### config.mk
export PLATFORM = sky130hd
export DESIGN_NAME = fetch_unit_flat
export DESIGN_NICKNAME = d
export VERILOG_FILES = /design/src/rtl/fetch_unit_if.sv /design/src/rtl/fetch_unit.sv /design/src/flat_wrapper.sv
export SDC_FILE = /design/constraint.sdc
export NUM_CORES = 1
export LEC_CHECK = 0
export CAP_MARGIN = 40
export CORE_MARGIN = 2
export CORE_UTILIZATION = 35
export CTS_CLUSTER_SIZE = 14
export DETAILED_ROUTE_END_ITERATION = 7
export GPL_ROUTABILITY_DRIVEN = 0
export GPL_TIMING_DRIVEN = 0
export REMOVE_ABC_BUFFERS = 1
export SLEW_MARGIN = 20
export SYNTH_ARGS = -nofsm -noshare
export SYNTH_HDL_FRONTEND = slang
export SYNTH_SLANG_ARGS = --single-unit
### constraint.sdc
create_clock -name clk -period 13.7 [get_ports clk]
set_clock_uncertainty 0.1 [all_clocks]
set_input_delay 4.11 -clock clk [delete_from_list [all_inputs] [get_ports clk]]
set_output_delay 4.11 -clock clk [all_outputs]
set_load 0.03 [all_outputs]
### src/rtl/fetch_unit_if.sv
// Fetch unit bus bundle: PC/stall, imem request/response, decode handoff, error flag.
// slave = fetch_unit side, master = surrounding pipeline/imem side.
interface fetch_unit_if;
    logic [31:0] pc_i;
    logic        stall_o;
    logic        flush_i;
    logic        req_valid_o;
    logic        req_ready_i;
    logic [31:0] req_addr_o;
    logic        rsp_valid_i;
    logic [31:0] rsp_data_i;
    logic        inst_valid_o;
    logic        inst_ready_i;
    logic [31:0] inst_o;
    logic [31:0] inst_pc_o;
    logic        err_o;

    modport slave (
        input  pc_i, flush_i, req_ready_i, rsp_valid_i, rsp_data_i, inst_ready_i,
        output stall_o, req_valid_o, req_addr_o, inst_valid_o, inst_o, inst_pc_o, err_o
    );

    modport master (
        output pc_i, flush_i, req_ready_i, rsp_valid_i, rsp_data_i, inst_ready_i,
        input  stall_o, req_valid_o, req_addr_o, inst_valid_o, inst_o, inst_pc_o, err_o
    );
endinterface

### src/rtl/fetch_unit.sv
// Instruction fetch queue; fetch-to-decode latency = imem latency + 1 (no bypass).
// Backpressure: issue stops (stall_o=1) once buffered + discarded-in-flight reaches DEPTH.
module fetch_unit #(
    parameter int DEPTH = 2
) (
    input  logic        clk,
    input  logic        rst_n,
    fetch_unit_if.slave bus
);
    localparam int PW = $clog2(DEPTH);
    localparam int CW = $clog2(DEPTH + 1);

    logic [PW-1:0] head_q, head_d, tail_q, tail_d;
    logic [CW-1:0] count_q, count_d, disc_q, disc_d;
    logic          err_q, err_d;
    logic [DEPTH-1:0] done_q, done_d;
    logic [31:0]   pc_q    [DEPTH];
    logic [31:0]   pc_d    [DEPTH];
    logic [31:0]   instr_q [DEPTH];
    logic [31:0]   instr_d [DEPTH];

    logic [CW:0]   occ;
    logic [CW:0]   pend;
    logic          issue, pop;
    logic          fill_found;
    logic [PW-1:0] fill_idx;
    logic [CW-1:0] undone_cnt;

    function automatic logic [PW-1:0] ptr_inc(input logic [PW-1:0] p);
        return (p == PW'(DEPTH - 1)) ? '0 : p + PW'(1);
    endfunction

    assign occ              = {1'b0, count_q} + {1'b0, disc_q};
    assign pend             = {1'b0, disc_q} + {1'b0, undone_cnt};
    assign bus.req_valid_o  = !bus.flush_i && (occ < (CW+1)'(DEPTH));
    assign bus.req_addr_o   = {bus.pc_i[31:2], 2'b00};
    assign issue            = bus.req_valid_o && bus.req_ready_i;
    assign bus.stall_o      = !issue;
    assign bus.inst_valid_o = (count_q != '0) && done_q[head_q];
    assign bus.inst_o       = instr_q[head_q];
    assign bus.inst_pc_o    = pc_q[head_q];
    assign pop              = bus.inst_valid_o && bus.inst_ready_i && !bus.flush_i;
    assign bus.err_o        = err_q;

    // Done entries always form a prefix from head, so the first not-done
    // live entry is the one the next in-order response belongs to.
    always_comb begin
        int j;
        j          = 0;
        fill_found = 1'b0;
        fill_idx   = '0;
        undone_cnt = '0;
        for (int i = 0; i < DEPTH; i++) begin
            j = int'(head_q) + i;
            if (j >= DEPTH) j = j - DEPTH;
            if ((i < int'(count_q)) && !done_q[PW'(j)]) begin
                undone_cnt = undone_cnt + CW'(1);
                if (!fill_found) begin
                    fill_found = 1'b1;
                    fill_idx   = PW'(j);
                end
            end
        end
    end

    always_comb begin
        head_d  = head_q;
        tail_d  = tail_q;
        count_d = count_q;
        disc_d  = disc_q;
        err_d   = err_q;
        done_d  = done_q;
        pc_d    = pc_q;
        instr_d = instr_q;
        if (bus.flush_i) begin
            // Every unfilled entry becomes a response to throw away.
            head_d  = '0;
            tail_d  = '0;
            count_d = '0;
            done_d  = '0;
            disc_d  = CW'(pend);
            if (bus.rsp_valid_i) begin
                if (pend == '0) err_d = 1'b1;
                else            disc_d = CW'(pend - (CW+1)'(1));
            end
        end else begin
            if (issue) begin
                pc_d[tail_q]   = bus.pc_i;
                done_d[tail_q] = 1'b0;
                tail_d         = ptr_inc(tail_q);
            end
            if (bus.rsp_valid_i) begin
                if (disc_q != '0) begin
                    disc_d = disc_q - CW'(1);
                end else if (fill_found) begin
                    instr_d[fill_idx] = bus.rsp_data_i;
                    done_d[fill_idx]  = 1'b1;
                end else begin
                    err_d = 1'b1;
                end
            end
            if (pop) head_d = ptr_inc(head_q);
            count_d = count_q + CW'(issue) - CW'(pop);
        end
    end

    always_ff @(posedge clk) begin
        if (!rst_n) begin
            head_q  <= '0;
            tail_q  <= '0;
            count_q <= '0;
            disc_q  <= '0;
            err_q   <= 1'b0;
            done_q  <= '0;
        end else begin
            head_q  <= head_d;
            tail_q  <= tail_d;
            count_q <= count_d;
            disc_q  <= disc_d;
            err_q   <= err_d;
            done_q  <= done_d;
        end
    end

    always_ff @(posedge clk) begin
        pc_q    <= pc_d;
        instr_q <= instr_d;
    end
endmodule

### src/flat_wrapper.sv
// flat-port wrapper written by rule: the top's interface ports become plain ports
module fetch_unit_flat 
#(
    parameter int DEPTH = 2
)
  (clk, rst_n, bus_pc_i, bus_flush_i, bus_req_ready_i, bus_rsp_valid_i, bus_rsp_data_i, bus_inst_ready_i, bus_stall_o, bus_req_valid_o, bus_req_addr_o, bus_inst_valid_o, bus_inst_o, bus_inst_pc_o, bus_err_o);
  fetch_unit_if bus_i ();
  input  logic clk;
  input  logic rst_n;
  input wire logic [$bits(bus_i.pc_i)-1:0] bus_pc_i;
  input wire logic [$bits(bus_i.flush_i)-1:0] bus_flush_i;
  input wire logic [$bits(bus_i.req_ready_i)-1:0] bus_req_ready_i;
  input wire logic [$bits(bus_i.rsp_valid_i)-1:0] bus_rsp_valid_i;
  input wire logic [$bits(bus_i.rsp_data_i)-1:0] bus_rsp_data_i;
  input wire logic [$bits(bus_i.inst_ready_i)-1:0] bus_inst_ready_i;
  output wire logic [$bits(bus_i.stall_o)-1:0] bus_stall_o;
  output wire logic [$bits(bus_i.req_valid_o)-1:0] bus_req_valid_o;
  output wire logic [$bits(bus_i.req_addr_o)-1:0] bus_req_addr_o;
  output wire logic [$bits(bus_i.inst_valid_o)-1:0] bus_inst_valid_o;
  output wire logic [$bits(bus_i.inst_o)-1:0] bus_inst_o;
  output wire logic [$bits(bus_i.inst_pc_o)-1:0] bus_inst_pc_o;
  output wire logic [$bits(bus_i.err_o)-1:0] bus_err_o;
  assign bus_i.pc_i = bus_pc_i;
  assign bus_i.flush_i = bus_flush_i;
  assign bus_i.req_ready_i = bus_req_ready_i;
  assign bus_i.rsp_valid_i = bus_rsp_valid_i;
  assign bus_i.rsp_data_i = bus_rsp_data_i;
  assign bus_i.inst_ready_i = bus_inst_ready_i;
  assign bus_stall_o = bus_i.stall_o;
  assign bus_req_valid_o = bus_i.req_valid_o;
  assign bus_req_addr_o = bus_i.req_addr_o;
  assign bus_inst_valid_o = bus_i.inst_valid_o;
  assign bus_inst_o = bus_i.inst_o;
  assign bus_inst_pc_o = bus_i.inst_pc_o;
  assign bus_err_o = bus_i.err_o;
  fetch_unit #(.DEPTH(DEPTH)) u_core (.clk(clk), .rst_n(rst_n), .bus(bus_i));
endmodule
* Word level (Yosys, flattened, before mapping)
Index checks and enable logic that the tools add are counted.
** Storage, ports and cells
- Bits in registers :: 137
- Input port bits :: 70
- Output and inout bits :: 100
- Logic and storage cells :: 125
** Operators by class
- Add/subtract/negate cells :: 12
- Magnitude comparators :: 17
- Eq/ne operators :: 3
- Muxes and demuxes :: 49
- Bitwise logic cells :: 9
- Reduce and logical (&&, ||, !) cells :: 25
** Operators by type and width (number)
- $mux 32 :: 8
- $bwmux 64 :: 2
- $demux 32 s1 :: 2
- $mux 1 :: 24
- $mux 2 :: 11
- $logic_and 1x1->1 :: 11
- $ge 2x2->1 const B :: 4
- $reduce_and 4->1 :: 2
- $reduce_bool 2->1 :: 4
- $add 2x2->3 :: 2
- $lt 1x2->1 const B :: 3
- $lt 1x3->1 const B :: 2
- $not 1->2 :: 3
- $add 1x1->2 const B :: 2
- $logic_not 1->1 :: 4
- $lt 1x2->1 const A :: 2
- $lt 2x1->1 const B :: 2
- $ne 2x2->1 const B :: 2
- $reduce_and 2->1 :: 2
- $sub 2x1->2 const B :: 2
- $logic_not 3->1 :: 1
- $lt 3x2->1 const B :: 1
- $not 1->1 :: 3
- $add 1x1->1 const B :: 2
- other kinds (11) :: 14

* Longest topological paths before layout
Gate-level depths: netlist of the first run.
- Word-level depth :: 18
- Mapped depth :: 10
- Depth with buffers taken out :: 10

* Least setup slack after synthesis of the first run
Ideal clock, no wire load.
- Kind :: input to output
- Start :: input bus_flush_i
- End :: output bus_req_valid_o
- Data arrival time :: 4.930 ns
- Required time :: 9.490 ns
- Path slack :: 4.560 ns
- Cell stages on the path :: 2
- Path buffers :: 1
- Cell sequence :: buf_6 nor3_1
** Between the ends
- Longest elaborated chain between the ends :: 2
** Ends and longest elaborated chain
- start, declared :: RTL line flat_wrapper.sv:11 : input wire logic [$bits(bus_i.flush_i)-1:0] bus_flush_i;
- $logic_not 1->1 :: RTL line fetch_unit.sv:35 : assign bus.req_valid_o = !bus.flush_i && (occ < (CW+1)'(DEPTH));
- $logic_and 1x1->1 :: RTL line fetch_unit.sv:35
- end, declared :: RTL line flat_wrapper.sv:17 : output wire logic [$bits(bus_i.req_valid_o)-1:0] bus_req_valid_o;
No other way between the ends.

* Final worst setup path of the first run
- Start :: input bus_flush_i
- End :: output bus_stall_o
** Between the ends
- Longest elaborated chain between the ends :: 4
** Ends and longest elaborated chain
- $logic_not 1->1 :: RTL line fetch_unit.sv:35
- $logic_and 1x1->1 :: RTL line fetch_unit.sv:35
- $logic_and 1x1->1 :: RTL line fetch_unit.sv:37 : assign issue = bus.req_valid_o && bus.req_ready_i;
- $logic_not 1->1 :: RTL line fetch_unit.sv:38 : assign bus.stall_o = !issue;
- end, declared :: RTL line flat_wrapper.sv:16 : output wire logic [$bits(bus_i.stall_o)-1:0] bus_stall_o;
No other way between the ends.

==> results of run 1 <==
==> state kept, by name, summed over array words and instances, names as in the netlist <==
name	cells
u_core.disc_q	2
u_core.done_q	2
u_core.tail_q	1
u_core.pc_q	64
u_core.instr_q	64
u_core.head_q	1
u_core.bus.err_o	1
u_core.count_q	2
==> synthesized netlist by cell type, types with 2 or more instances <==
cell	count
edfxtp_1	128
mux2_2	37
buf_4	32
mux2_1	28
dfxtp_1	9
inv_1	9
buf_6	6
ha_1	6
nor2_1	6
nor3_1	4
buf_2	3
nand2_1	3
a21bo_2	2
and2_1	2
fa_1	2
nand3_1	2
xnor2_1	2
==> tightest hold or removal path: stages, from the launching register on <==
cell and delay (ps):
dfxtp_1 330, inv_1 110, o41ai_2 80
==> routing by layer <==
metal,GRT usage,vias up,wire length (um)
met5,0,-,0
met4,0.0708,0,244
met3,0.0299,18,386
met2,0.245,64,6130
met1,0.151,1565,4530
li1,-,1452,-
==> through the flow <==
step / hold WS [ps] / worst slack (ps) / utilization
6_report: 451 / 3550 / 0.501
3_3_place_gp: 408 / 3140 / 0.457
5_1_grt: 475 / 3500 / 0.501
2_1_floorplan: 381 / 4680 / -
4_1_cts: 454 / 3540 / 0.501
3_5_place_dp: 442 / 3570 / 0.466
==> worst min path at each step <==
stage	endpoint	start	slack (ps)
finish	u_core.head_q	u_core.done_q[0]	450
global route	u_core.done_q[0]	u_core.done_q[0]	470
CTS	u_core.head_q	u_core.done_q[0]	450
detailed placement	u_core.head_q	u_core.done_q[0]	440
global placement	u_core.done_q[0]	u_core.done_q[0]	410
floorplan	u_core.done_q[0]	u_core.done_q[0]	380
==> cell type report <==
type | instances | area [um^2] | share of cell area
flip-flops and latches | 137 | 4030 | 0.512
well taps | 216 | 270 | 0.0343
repair buffers | 178 | 1790 | 0.228
inverters | 10 | 37.5 | 0.00477
multi-input cells | 121 | 1200 | 0.153
clock buffers | 20 | 437 | 0.0555
clock inverters | 10 | 105 | 0.0134
==> logic make-up (layout without fill, tap and decap cells) <==
kind of cell,Yosys count,count (layout),synth area share
xor gates and xnor gates,3,3,0.00472
buffers and inverters,51,218,0.0648
adders and majority gates,8,8,0.0207
and+or+nand+nor,29,29,0.0308
muxes,66,66,0.133
DFF,137,137,0.723
AOI/OAI and AO/OA,13,13,0.0218
other,1,2,0.000674
==> placed cells by master, fill, tap and decap left out, types with 2 or more instances in the layout <==
master	n
a21bo_2	2
and2_2	2
buf_12	2
buf_2	4
buf_4	3
bufinv_16	2
clkbuf_1	3
clkbuf_16	17
clkdlybuf4s50_1	167
clkinv_1	3
clkinv_2	2
clkinvlp_4	2
conb_1	2
dfxtp_1	8
edfxtp_1	128
fa_1	2
ha_1	6
inv_1	9
mux2_1	28
mux2_2	37
nand2_1	3
nand3_1	2
nor2_1	6
nor3_1	3
xnor2_1	2
==> power by group <==
group	total (mW)	switching [mW]	internal [mW]
Clock	0.423	0.160	0.263
Combinational	0.144	0.0767	0.0674
Sequential	0.482	0.00505	0.477
Total	1.05	0.241	0.807
==> impl_metrics.yaml, run 1 <==
global_routing:
  track_usage: 0.136
  grt_pass1_vias: 3278
  grt_overflow: 0
  grt_max_degree: 38
  grt_pass1_wl_um: 17100
  antenna_found_initial: 0
setup_path:
  startpoint_type: "input pin"
  worstPathCellList: "clkdlybuf4s50_1 -> and2b_1 -> inv_2 -> clkdlybuf4s50_1"
  cp.buffers_inverters: 3
  max_stage_delay_ps: 740
  crit_required_ps: 9490
  reg2reg_from: "u_core.count_q[0]"
  criticalPathCategory: "in -> out"
  crit-reg2reg-capture: "u_core.pc_q[55]"
  cp_max_fo: 12
  path_common_cell: "clkdlybuf4s50_1"
  critical_path_depth: 4
  endpoint_kind: "output pin"
  worstSetupStartpoint: "bus_flush_i"
  arrival_ps: 5940
  cpMaxStageDelayCell: "clkdlybuf4s50_1"
  path_delay_family: "buffers and inverters"
  r2r_cells: 8
  critPathCapture: "bus_stall_o"
  ff2ff_setup_slack_ps: 10920
placement:
  post-place-cells: 662
  place.port_buffers: 167
  dpl.hpwl_um: 8050
  place_area_um2: 7330
synthesis:
  synthFlopType: "edfxtp_1"
  synth_cell_types: 44
  synth_edf_count: 128
  ys_warn_count: 0
  syn_inst: 308
  ys_top_cells_by_area: "edfxtp_1, mux2_2, mux2_1"
  syn_area_um2: 5560
  synth_area_leader_cell: "edfxtp_1"
  synth_top_area_frac: 0.691
  async_reset_ff_frac: 0
  syn_avg_cell_area_um2: 18.1
  ys_seq_area_frac: 0.723
  ys_ff_latch: 137
timing:
  rsz0062_at_grt: "false"
  post-route-period-util: 0.741
  hold_viol_final: 0
  clock.fmax_ghz: 0.0985
  relSlewSlack: 0.531
  worstMarginPinSlew_ps: 700
  fin_setup_tns_ps: 0
  setup_violations: 0
  finalCriticalPeriod_ps: 10150
  slew_viol_final: 0
layout:
  finish.instance_area_um2: 7870
  drive_above_1_share: 0.181
  diodes: 0
  fill_cells: 1365
  design.final.nets: 543
  final-instance-count-excl-fill: 692
  area_growth_pct: 41.5
die:
  core_region_area_um2: 15700
  pin_count: 170
  die_area_um2: 16900
  die_y_um: 130
  start_util: 0.354
  fp.dieW_um: 130
  rows: 46
routing:
  remaining_drc_errors: 0
  num_vias: 3099
  first_iter_violations: 151
  route.detailed.wl_per_inst_um: 16.3
  routed_via_density: 4.48
  wirelength_um: 11300
  first_pass_iters: 4
  drt.antenna.violating_nets: 0
power:
  p_leak_nw: 2.66
  total_power_mw: 1.05
  p_per_area_nw_per_um2: 133
  ir_drop_v: 0.0000737
clock_network:
  root_buffer: "clkbuf_16"
  clkSinkCount: 137
  clkSlewWorstSetupHoldPaths_ps: 50
  insertion_delay_ps: 400
  cts_hold_buf: 0
  cts_resized: 0
  cts_setup_buffers: 0
  cts_buffers: 17
  cts.htree.levels: 4
  clockBufferDepth: 2
  cts_tree: "yes"
run_status:
  status: "finished clean"
job:
  drv_cap: 0
worst_hold_path:
  min_path_type: "reg -> reg"
  min_path_cells: 2
Power figures use the tool's default switching activity.
==> run 2, diff against run 1 <==
clock period = 9.4 ns   (was 13.7 ns; I/O delays follow)
==> results of run 2 <==
The final DEF is identical to that of run 1. Status: finished clean.
Main changes from that run: setup slack after placement 3570 ps -> 1850 ps; setup slack after layout 3550 ps -> 1830 ps; register-to-register setup slack 10920 ps -> 6620 ps; total power 1.05 mW -> 1.53 mW; worst IR drop on VDD 0.0000737 V -> 0.000107 V
